[src/rtl/aes_arb_pkg.sv]
// ============================================================================
// Module  : aes_arb_pkg
// Brief   : Shared types and defaults for the AES engine job arbiter.
// Rev     : 1.0
// ============================================================================
`default_nettype none

package aes_arb_pkg;

   localparam int AES_BLOCK_W     = 128;
   localparam int DEF_TIMEOUT_CYC = 64;
   localparam int DEF_GAP_CYC     = 2;

   typedef enum logic [1:0] {
      ST_IDLE = 2'd0,
      ST_RUN  = 2'd1,
      ST_RESP = 2'd2,
      ST_GAP  = 2'd3
   } arb_state_t;

endpackage

`default_nettype wire

[src/rtl/rr_select.sv]
// ============================================================================
// Module  : rr_select
// Brief   : Combinational round-robin picker starting the scan at ptr.
// Rev     : 1.0
// ============================================================================
`default_nettype none

module rr_select
   import aes_arb_pkg::*;
#(
   parameter int NUM_REQ = 2,
   parameter int ID_W    = 3
) (
   input  logic [NUM_REQ-1:0] req,
   input  logic [ID_W-1:0]    ptr,
   output logic [NUM_REQ-1:0] grant,
   output logic [ID_W-1:0]    idx,
   output logic               any
);

   localparam int C_SEL_W = (NUM_REQ > 1) ? $clog2(NUM_REQ) : 1;

   logic [C_SEL_W-1:0] w_pos;

   // First valid request found at offset 0, 1, ... from ptr wins.
   always_comb begin
      grant = '0;
      idx   = '0;
      any   = 1'b0;
      w_pos = '0;
      for (int k = 0; k < NUM_REQ; k++) begin
         w_pos = C_SEL_W'((int'(ptr) + k) % NUM_REQ);
         if (!any && req[w_pos]) begin
            grant[w_pos] = 1'b1;
            idx          = ID_W'(w_pos);
            any          = 1'b1;
         end
      end
   end

endmodule

`default_nettype wire

[src/rtl/aes_job_arbiter.sv]
// ============================================================================
// Module  : aes_job_arbiter
// Brief   : Shares one AES-128 engine between requesters, one job in flight.
// Rev     : 1.0
// ============================================================================
`default_nettype none

module aes_job_arbiter
   import aes_arb_pkg::*;
#(
   parameter int NUM_REQ     = 2,
   parameter int DATA_W      = AES_BLOCK_W,
   parameter int ID_W        = 3,
   parameter int TIMEOUT_CYC = DEF_TIMEOUT_CYC,
   parameter int GAP_CYC     = DEF_GAP_CYC
) (
   input  logic                        clk,
   input  logic                        g_rst_n,
   input  logic [NUM_REQ-1:0]          req_valid,
   input  logic [NUM_REQ*DATA_W-1:0]   req_data,
   output logic [NUM_REQ-1:0]          req_ready,
   output logic                        resp_valid,
   input  logic                        resp_ready,
   output logic [DATA_W-1:0]           resp_data,
   output logic [ID_W-1:0]             resp_id,
   output logic                        resp_err,
   output logic                        busy,
   output logic                        aes_enable,
   output logic [DATA_W-1:0]           aes_datain,
   input  logic [DATA_W-1:0]           aes_dataout,
   input  logic                        aes_done
);

   localparam int C_TMR_W = $clog2(TIMEOUT_CYC + 1);
   localparam int C_GAP_W = $clog2(GAP_CYC + 1);

   arb_state_t          r_state;
   arb_state_t          w_state_nxt;
   logic [ID_W-1:0]     r_rr_ptr;
   logic [C_TMR_W-1:0]  r_timer;
   logic [C_GAP_W-1:0]  r_gap_cnt;

   logic [NUM_REQ-1:0]  w_grant;
   logic [ID_W-1:0]     w_idx;
   logic                w_any;
   logic [ID_W-1:0]     w_ptr_nxt;
   logic [DATA_W-1:0]   w_sel_data;
   logic                w_take;
   logic                w_fin_ok;
   logic                w_fin_to;
   logic                w_resp_fire;

   rr_select #(
      .NUM_REQ (NUM_REQ),
      .ID_W    (ID_W)
   ) u_rr_select (
      .req   (req_valid),
      .ptr   (r_rr_ptr),
      .grant (w_grant),
      .idx   (w_idx),
      .any   (w_any)
   );

   // Gated by reset so the ready lines are quiet while reset is held.
   assign req_ready = (g_rst_n && (r_state == ST_IDLE)) ? w_grant : '0;
   assign busy      = (r_state != ST_IDLE);
   assign w_ptr_nxt = (w_idx == ID_W'(NUM_REQ - 1)) ? '0 : w_idx + ID_W'(1);

   always_comb begin
      w_sel_data = '0;
      for (int k = 0; k < NUM_REQ; k++) begin
         if (w_grant[k]) begin
            w_sel_data = req_data[k*DATA_W +: DATA_W];
         end
      end
   end

   always_ff @(posedge clk or negedge g_rst_n) begin
      if (!g_rst_n) begin
         r_state <= ST_IDLE;
      end else begin
         r_state <= w_state_nxt;
      end
   end

   always_comb begin
      w_state_nxt = r_state;
      w_take      = 1'b0;
      w_fin_ok    = 1'b0;
      w_fin_to    = 1'b0;
      w_resp_fire = 1'b0;
      case (r_state)
         ST_IDLE: begin
            if (w_any) begin
               w_take      = 1'b1;
               w_state_nxt = ST_RUN;
            end
         end
         ST_RUN: begin
            // A done arriving on the timeout cycle still delivers the result.
            if (aes_done) begin
               w_fin_ok    = 1'b1;
               w_state_nxt = ST_RESP;
            end else if (r_timer == C_TMR_W'(TIMEOUT_CYC - 1)) begin
               w_fin_to    = 1'b1;
               w_state_nxt = ST_RESP;
            end
         end
         ST_RESP: begin
            if (resp_ready) begin
               w_resp_fire = 1'b1;
               w_state_nxt = ST_GAP;
            end
         end
         ST_GAP: begin
            if (r_gap_cnt == C_GAP_W'(GAP_CYC - 1)) begin
               w_state_nxt = ST_IDLE;
            end
         end
         default: w_state_nxt = ST_IDLE;
      endcase
   end

   always_ff @(posedge clk or negedge g_rst_n) begin
      if (!g_rst_n) begin
         r_rr_ptr   <= '0;
         r_timer    <= '0;
         r_gap_cnt  <= '0;
         resp_valid <= 1'b0;
         resp_data  <= '0;
         resp_id    <= '0;
         resp_err   <= 1'b0;
         aes_enable <= 1'b0;
         aes_datain <= '0;
      end else begin
         if (w_take) begin
            aes_datain <= w_sel_data;
            resp_id    <= w_idx;
            r_rr_ptr   <= w_ptr_nxt;
            r_timer    <= '0;
            aes_enable <= 1'b1;
         end
         if (r_state == ST_RUN) begin
            r_timer <= r_timer + C_TMR_W'(1);
         end
         if (w_fin_ok) begin
            resp_data  <= aes_dataout;
            resp_err   <= 1'b0;
            resp_valid <= 1'b1;
            aes_enable <= 1'b0;
         end
         if (w_fin_to) begin
            resp_data  <= '0;
            resp_err   <= 1'b1;
            resp_valid <= 1'b1;
            aes_enable <= 1'b0;
         end
         if (w_resp_fire) begin
            resp_valid <= 1'b0;
            r_gap_cnt  <= '0;
         end
         if (r_state == ST_GAP) begin
            r_gap_cnt <= r_gap_cnt + C_GAP_W'(1);
         end
      end
   end

endmodule

`default_nettype wire
[config.mk]
export PLATFORM = sky130hd
export DESIGN_NAME = aes_job_arbiter
export DESIGN_NICKNAME = d
export VERILOG_FILES = /design/src/rtl/aes_arb_pkg.sv /design/src/rtl/rr_select.sv /design/src/rtl/aes_job_arbiter.sv
export SDC_FILE = /design/constraint.sdc
export NUM_CORES = 1
export LEC_CHECK = 0
export ABC_AREA = 1
export CAP_MARGIN = 20
export CORE_AREA = 10 10 245 247
export CTS_CLUSTER_SIZE = 10
export DETAILED_ROUTE_END_ITERATION = 6
export DIE_AREA = 0 0 255 257
export HOLD_SLACK_MARGIN = 0.02
export SYNTH_ARGS = -nofsm -noshare
export SYNTH_HDL_FRONTEND = slang
export SYNTH_SLANG_ARGS = --single-unit
[constraint.sdc]
create_clock -name clk -period 2 [get_ports clk]
set_input_delay 0.2 -clock clk [delete_from_list [all_inputs] [get_ports clk]]
set_output_delay 0.2 -clock clk [all_outputs]
set_load 0.05 [all_outputs]
==> flow_metrics.py, run 1 <==
metrics = {
    "power": {
        "power.switching_uw": 18240,
        "power_density_mw_per_mm2": 1706,
        "combPwrFrac_pct": 58.3,
        "fin_total_pwr_uw": 36540,
        "switching_share_pct": 49.91,
        "p_int_uw": 18300,
        "p_clk_share_pct": 16.4,
        "vdd_ir_drop_max_mv": 0.9179,
        "p_seq_share_pct": 25.3,
        "leakagePower_uw": 0.01076,
    },
    "synth": {
        "yosysSeqAreaShare_pct": 53.31,
        "ys_ff_latch": 272,
        "synth_cell_types": 20,
        "ys_warn_count": 0,
        "synth_top_cell_by_area": "dfrtp_1",
        "netlist_area_mm2": 0.01277,
        "ys_top_cells_by_area": "dfrtp_1 53%, nand2_1 24%, nand3_1 16%",
        "syn_area_per_cell_um2": 7.686,
        "postSynthCellCount": 1661,
        "yosysTopAreaCellShare_pct": 53.31,
    },
    "die": {
        "io_pins": 655,
        "rows": 86,
        "fp.dieArea_mm2": 0.06554,
        "die_h_um": 257,
        "coreArea_mm2": 0.05488,
        "floorplan.initialDensity_pct": 23.26,
        "die_w_um": 255,
    },
    "clock_network": {
        "worstSkewPairLatency_ps": 540,
        "cts_buffers": 35,
        "cts_sinks": 272,
        "cts_tree": "yes",
        "clkTransAtPathRegs_ps": 50,
        "clock_path_buffers": 3,
        "root_buffer": "clkbuf_16",
        "h-tree-depth": 2,
    },
    "cells_and_area": {
        "num-nets-final": 2677,
        "fillers": 5666,
        "drive_above_1_share_pct": 5.972,
        "final_common_cell": "nand2_1",
        "multi_input_area_mm2": 0.005319,
        "regArea_mm2": 0.006808,
        "final_cell_mix": "802 x nand2_1, 594 x clkdlybuf4s50_1, 397 x nand3_1",
        "area_delta_synth_final_pct": 67.73,
        "finalNonFillerCells": 3002,
    },
    "worst_setup_path": {
        "critPathLaunch": "resp_data[114]",
        "critical-path-top-delay-family": "buffers and inverters",
        "path_buf_inv": 1,
        "r2r_cells": 10,
        "reg2reg_slack_ps": 180,
        "critPathKind": "reg -> out",
        "path_depth": 1,
        "crit_fanout": 2,
        "cp_slowest_cell": "clkdlybuf4s50_1",
        "max_stage_delay_ps": 840,
        "worstPathRequired_ps": 1800,
        "cp-start-kind": "flip-flop",
        "r2r-end": "aes_datain[71]",
        "cp.arrival_ps": 1760,
        "end_kind": "output port",
        "path_cells": "clkdlybuf4s50_1",
        "regToRegStartpoint": "r_rr_ptr[0]",
        "endpoint": "resp_data[114]",
    },
    "timing": {
        "slew_headroom_pct": 40.79,
        "fin_ws_ps": 40.17,
        "worstMarginPinSlew_ps": 888.2,
        "layout_min_cycle_time_ps": 1960,
        "hold_ws_ps": 191.2,
        "finalMaxSlewViolations": 0,
        "setup_violations": 0,
        "fin_skew_ps": 23.90,
        "fmax_mhz": 510.3,
        "period_share_pct": 97.99,
        "hold_viol": 0,
        "rsz0062_at_grt": "yes",
        "setup_tns_ps": 0,
    },
    "grt": {
        "grt_max_degree": 150,
        "antenna_found_initial": 4,
        "grt_use_met1_pct": 18.51,
        "overflow": 0,
        "grtUsageMet2_pct": 28.69,
        "top_usage_layer": "met2",
        "grt_pass1_wl_um": 85970,
        "grt_pass1_vias": 13970,
        "grt_usage_pct": 16.91,
        "use_met3_pct": 6.341,
    },
    "routing": {
        "drt_wl_total_um": 57900,
        "drt_iter0_markers": 813,
        "route.detailed.drc": 0,
        "routedWlPerCell_um": 19.29,
        "viasPerCell": 4.532,
        "vias": 13610,
        "drtAntennaViolNets": 0,
        "firstDrtPassIters": 7,
    },
    "placement": {
        "place_ws_ps": 246.6,
        "dp_hpwl_um": 43480,
        "gp_congestion": 0.9133,
        "dp.cells": 2936,
        "portBuffers": 652,
    },
    "worst_hold_path": {
        "hold_class": "in -> reg",
    },
    "flow_run": {
        "maxCapViolations": 0,
    },
    "status": {
        "status": "finished clean",
    },
}
## cell families (layout without fill, tap and decap cells)
logic type / Yosys count / count (layout) / synth area share [%]
simple gates: 1222 / 1222 / 39.93
compound gates: 10 / 10 / 0.4214
fa+ha+maj: 7 / 7 / 0.6860
other cells: 1 / 6 / 0.02937
flops: 272 / 272 / 53.31
buf+inv: 149 / 781 / 5.625
## state kept, by name (all words and copies together) (netlist names)
signal,flops
aes_datain,128
r_state,2
r_rr_ptr,1
resp_id,1
resp_err,1
r_timer,7
aes_enable,1
resp_valid,1
r_gap_cnt,2
resp_data,128
## metrics by stage
step                      instance area [um2]  utilization, %
after floorplan                         12770               -
after global placement                  20110           36.64
after detailed placement                20110           36.64
after CTS                               21300           38.81
after global routing                    21410           39.02
final                                   21410           39.02
## metal layers
layer / share of wire [%] / vias to the layer above
met2: 49 / 526
met5: 0 / -
li1: - / 6540
met3: 9.4 / 109
met4: 4.2 / 0
met1: 38 / 6431
## power by group through the flow
| stage | Combinational [uW] | Sequential [uW] | Clock, uW |
|---|---|---|---|
| after floorplan | 4990 | 17100 | 0 |
| after global placement | 21100 | 9260 | 0 |
| after detailed placement | 21300 | 9330 | 0 |
| after CTS | 21400 | 9280 | 6190 |
| after global routing | 22600 | 9540 | 6430 |
| final | 21300 | 9250 | 5990 |
## worst reg2reg max path: cells and delay by family (launching register included)
kind | cells | cell delay [ps]
AND/OR/NAND/NOR | 6 | 650
buffers and inverters | 4 | 690
flip-flops | 1 | 430
## worst min-delay path by stage
stage,start,end,slack [ps],cells after the start
finish,aes_dataout[69],resp_data[69],190,3
global route,aes_dataout[70],resp_data[70],170,3
CTS,aes_dataout[11],resp_data[11],150,3
detailed placement,g_rst_n,aes_datain[90],340,2
global placement,g_rst_n,aes_datain[89],380,2
floorplan,g_rst_n,aes_datain[0],-100,0
## cell type report
cell class | count | area share [%]
inverters | 20 | 0.4441
repair buffers | 710 | 33.80
well taps | 704 | 4.113
multi-input cells | 1241 | 24.84
clock buffers | 47 | 4.581
flip-flops and latches | 272 | 31.79
diodes | 4 | 0.04674
clock inverters | 4 | 0.3856
## what timing repair did
item	4_1_cts	5_1_grt
hold endpoints to repair	272	0
hold buffers	1	0
gates resized for setup	31	27
endpoints found under the setup margin	22	34
pin swaps	3	2
gates cloned	2	0
buffers inserted	3	5
## cells in the mapped netlist
master and number:
nand2_1 806, nand3_1 398, ha_1 7, inv_2 3
buf_6 10, or2_2 1, nor2_1 12, conb_1 1
dfrtp_1 272, nor3_1 2, buf_1 11, inv_1 17
clkbuf_1 53, buf_4 6, buf_2 49, a21oi_1 1
nand4_1 3, o22ai_1 1, o21bai_1 1, o21ai_0 7
Power figures use the tool's default switching activity.
==> run 2: changes to the inputs <==
--- a/config.mk
+++ b/config.mk
@@ -7,11 +7,13 @@
 export LEC_CHECK = 0
 export ABC_AREA = 1
 export CAP_MARGIN = 20
-export CORE_AREA = 10 10 245 247
+export CORE_AREA = 10 10 250 252
 export CTS_CLUSTER_SIZE = 10
 export DETAILED_ROUTE_END_ITERATION = 6
-export DIE_AREA = 0 0 255 257
+export DIE_AREA = 0 0 260 262
 export HOLD_SLACK_MARGIN = 0.02
+export MAX_ROUTING_LAYER = met4
 export SYNTH_ARGS = -nofsm -noshare
 export SYNTH_HDL_FRONTEND = slang
+export SYNTH_HIERARCHICAL = 1
 export SYNTH_SLANG_ARGS = --single-unit
==> run 2 against run 1 <==
Power grew 8.4%. Global-route usage decreased by 0.95 points. Fmax increased by 0.49%. Cell count is 5.7% lower. Design area grew 0.14%. Non-clock buffer count grew 13. Register-to-register slack got worse by 100 ps.
==> flow_metrics.py, run 2 <==
metrics = {
    "power": {
        "leakagePower_uw": 0.009676,
        "power_density_mw_per_mm2": 1847,
        "vdd_ir_drop_max_mv": 1.132,
        "fin_total_pwr_uw": 39600,
    },
    "timing": {
        "hold_ws_ps": 171.2,
        "fin_skew_ps": 16.28,
        "slew_headroom_pct": 47.85,
        "rsz0062_at_grt": "yes",
        "hold_viol": 0,
        "period_share_pct": 97.51,
        "setup_tns_ps": 0,
        "setup_violations": 0,
        "finalMaxSlewViolations": 0,
        "layout_min_cycle_time_ps": 1950,
        "fmax_mhz": 512.7,
        "worstMarginPinSlew_ps": 782.3,
    },
    "cells_and_area": {
        "drive_above_1_share_pct": 11.29,
        "num-nets-final": 2444,
        "reg_top3": "aes_datain (128), resp_data (128), r_timer (7)",
        "stdcell_area_mm2": 0.02144,
        "area_delta_synth_final_pct": 71.80,
        "final_cell_mix": "600 x clkdlybuf4s50_1, 300 x nand2_1, 273 x dfrtp_1",
        "final_common_cell": "clkdlybuf4s50_1",
        "finalNonFillerCells": 2832,
    },
    "worst_setup_path": {
        "max_stage_delay_ps": 840,
        "path_depth": 1,
        "path_cells": "clkdlybuf4s50_1",
        "r2r-end": "aes_datain[28]",
        "r2r_cells": 7,
        "critical-path-top-delay-family": "buffers and inverters",
        "reg2reg_slack_ps": 80,
        "critPathKind": "reg -> out",
        "end_kind": "output port",
        "crit_fanout": 2,
        "endpoint": "resp_data[75]",
        "cp.arrival_ps": 1750,
        "cp-start-kind": "flip-flop",
        "worstPathRequired_ps": 1800,
        "critPathLaunch": "resp_data[75]",
        "regToRegStartpoint": "r_rr_ptr[0]",
        "path_buf_inv": 1,
        "cp_slowest_cell": "clkdlybuf4s50_1",
    },
    "die": {
        "fp.dieArea_mm2": 0.06812,
        "io_pins": 655,
        "floorplan.initialDensity_pct": 21.76,
        "coreArea_mm2": 0.05737,
        "rows": 88,
        "die_h_um": 262,
        "die_w_um": 260,
    },
    "clock_network": {
        "clock_path_buffers": 3,
        "cts_tree": "yes",
        "worstSkewPairLatency_ps": 520,
        "root_buffer": "clkbuf_16",
        "cts_buffers": 35,
        "h-tree-depth": 2,
        "cts_sinks": 274,
        "clkTransAtPathRegs_ps": 50,
    },
    "grt": {
        "grt_pass1_wl_um": 81770,
        "overflow": 0,
        "grt_usage_pct": 15.97,
        "grt_max_degree": 129,
        "antenna_found_initial": 8,
        "grt_pass1_vias": 13350,
    },
    "placement": {
        "dp_hpwl_um": 43040,
        "portBuffers": 654,
        "post_dp_cell_area_mm2": 0.02027,
        "dp.cells": 2772,
        "gp_congestion": 0.8435,
    },
    "routing": {
        "vias": 12650,
        "viasPerCell": 4.468,
        "drt_iter0_markers": 926,
        "drt_wl_total_um": 56120,
        "routedWlPerCell_um": 19.82,
        "drtAntennaViolNets": 0,
        "firstDrtPassIters": 7,
        "route.detailed.drc": 0,
    },
    "flow_run": {
        "maxCapViolations": 0,
    },
    "status": {
        "status": "finished clean",
    },
    "synth": {
        "ys_warn_count": 6,
        "netlist_area_mm2": 0.01248,
        "syn_area_per_cell_um2": 8.897,
        "postSynthCellCount": 1403,
    },
    "worst_hold_path": {
        "hold_class": "in -> async",
    },
}
[run 2: changes by cell type in the layout (fill, tap and decap cells not counted), sizes merged, moves of 3 or more]
cell	change
clkbuf	+3
clkdlybuf4s50	+6
a21oi	+257
nand2	-504
nand3	-132
buf	+7
nor2	+135
inv	+3
dlymetal6s2s	+14
dlygate4sd2	-12
[run 2: layout make-up]
type,instances,area (um2)
Clock buffer,50,1012
Fill cell,5751,35920
Inverter,22,96.34
Sequential cell,274,6858
Timing Repair Buffer,723,7512
Multi-Input combinational cell,992,4985
Clock inverter,2,13.76
Tap cell,765,957.2
Antenna cell,4,10.01
[run 2: worst min-delay path by stage]
stage | from | endpoint | slack [ps]
detailed placement | g_rst_n | resp_valid | 120
global route | g_rst_n | resp_valid | 180
CTS | g_rst_n | resp_data[91] | 150
finish | g_rst_n | resp_valid | 170
floorplan | g_rst_n | aes_datain[0] | -100
global placement | g_rst_n | resp_valid | 120
[run 2: per-stage QoR]
step | setup slack, ps | utilization [%]
2_1_floorplan | 178.4 | -
3_3_place_gp | 13.28 | 35.34
3_5_place_dp | -5.870 | 35.34
4_1_cts | -35.67 | 37.19
5_1_grt | -7.752 | 37.38
6_report | 49.72 | 37.38
[run 2: repair_timing]
item / CTS / global route
resized for setup: 15 / 37
pin swaps: 2 / 1
endpoints found under the setup margin: 10 / 37
endpoints found under the hold margin: 93 / 0
hold buffers: 1 / 0
buffers inserted: 3 / 1
[run 2: power by group]
| group | total [uW] | internal, uW | switching, uW |
|---|---|---|---|
| clock network | 5820 | 3470 | 2350 |
| registers | 10000 | 8300 | 1700 |
| logic | 23800 | 7970 | 15800 |
| total | 39600 | 19700 | 19900 |
[run 2: routing by layer]
layer / vias up / GRT usage, % / part of all wire, %
met5: - / - / 0
met4: 0 / 5.944 / 3.3
met3: 96 / 6.283 / 11
met2: 596 / 26.67 / 49
met1: 6006 / 16.88 / 37
li1: 5956 / - / -
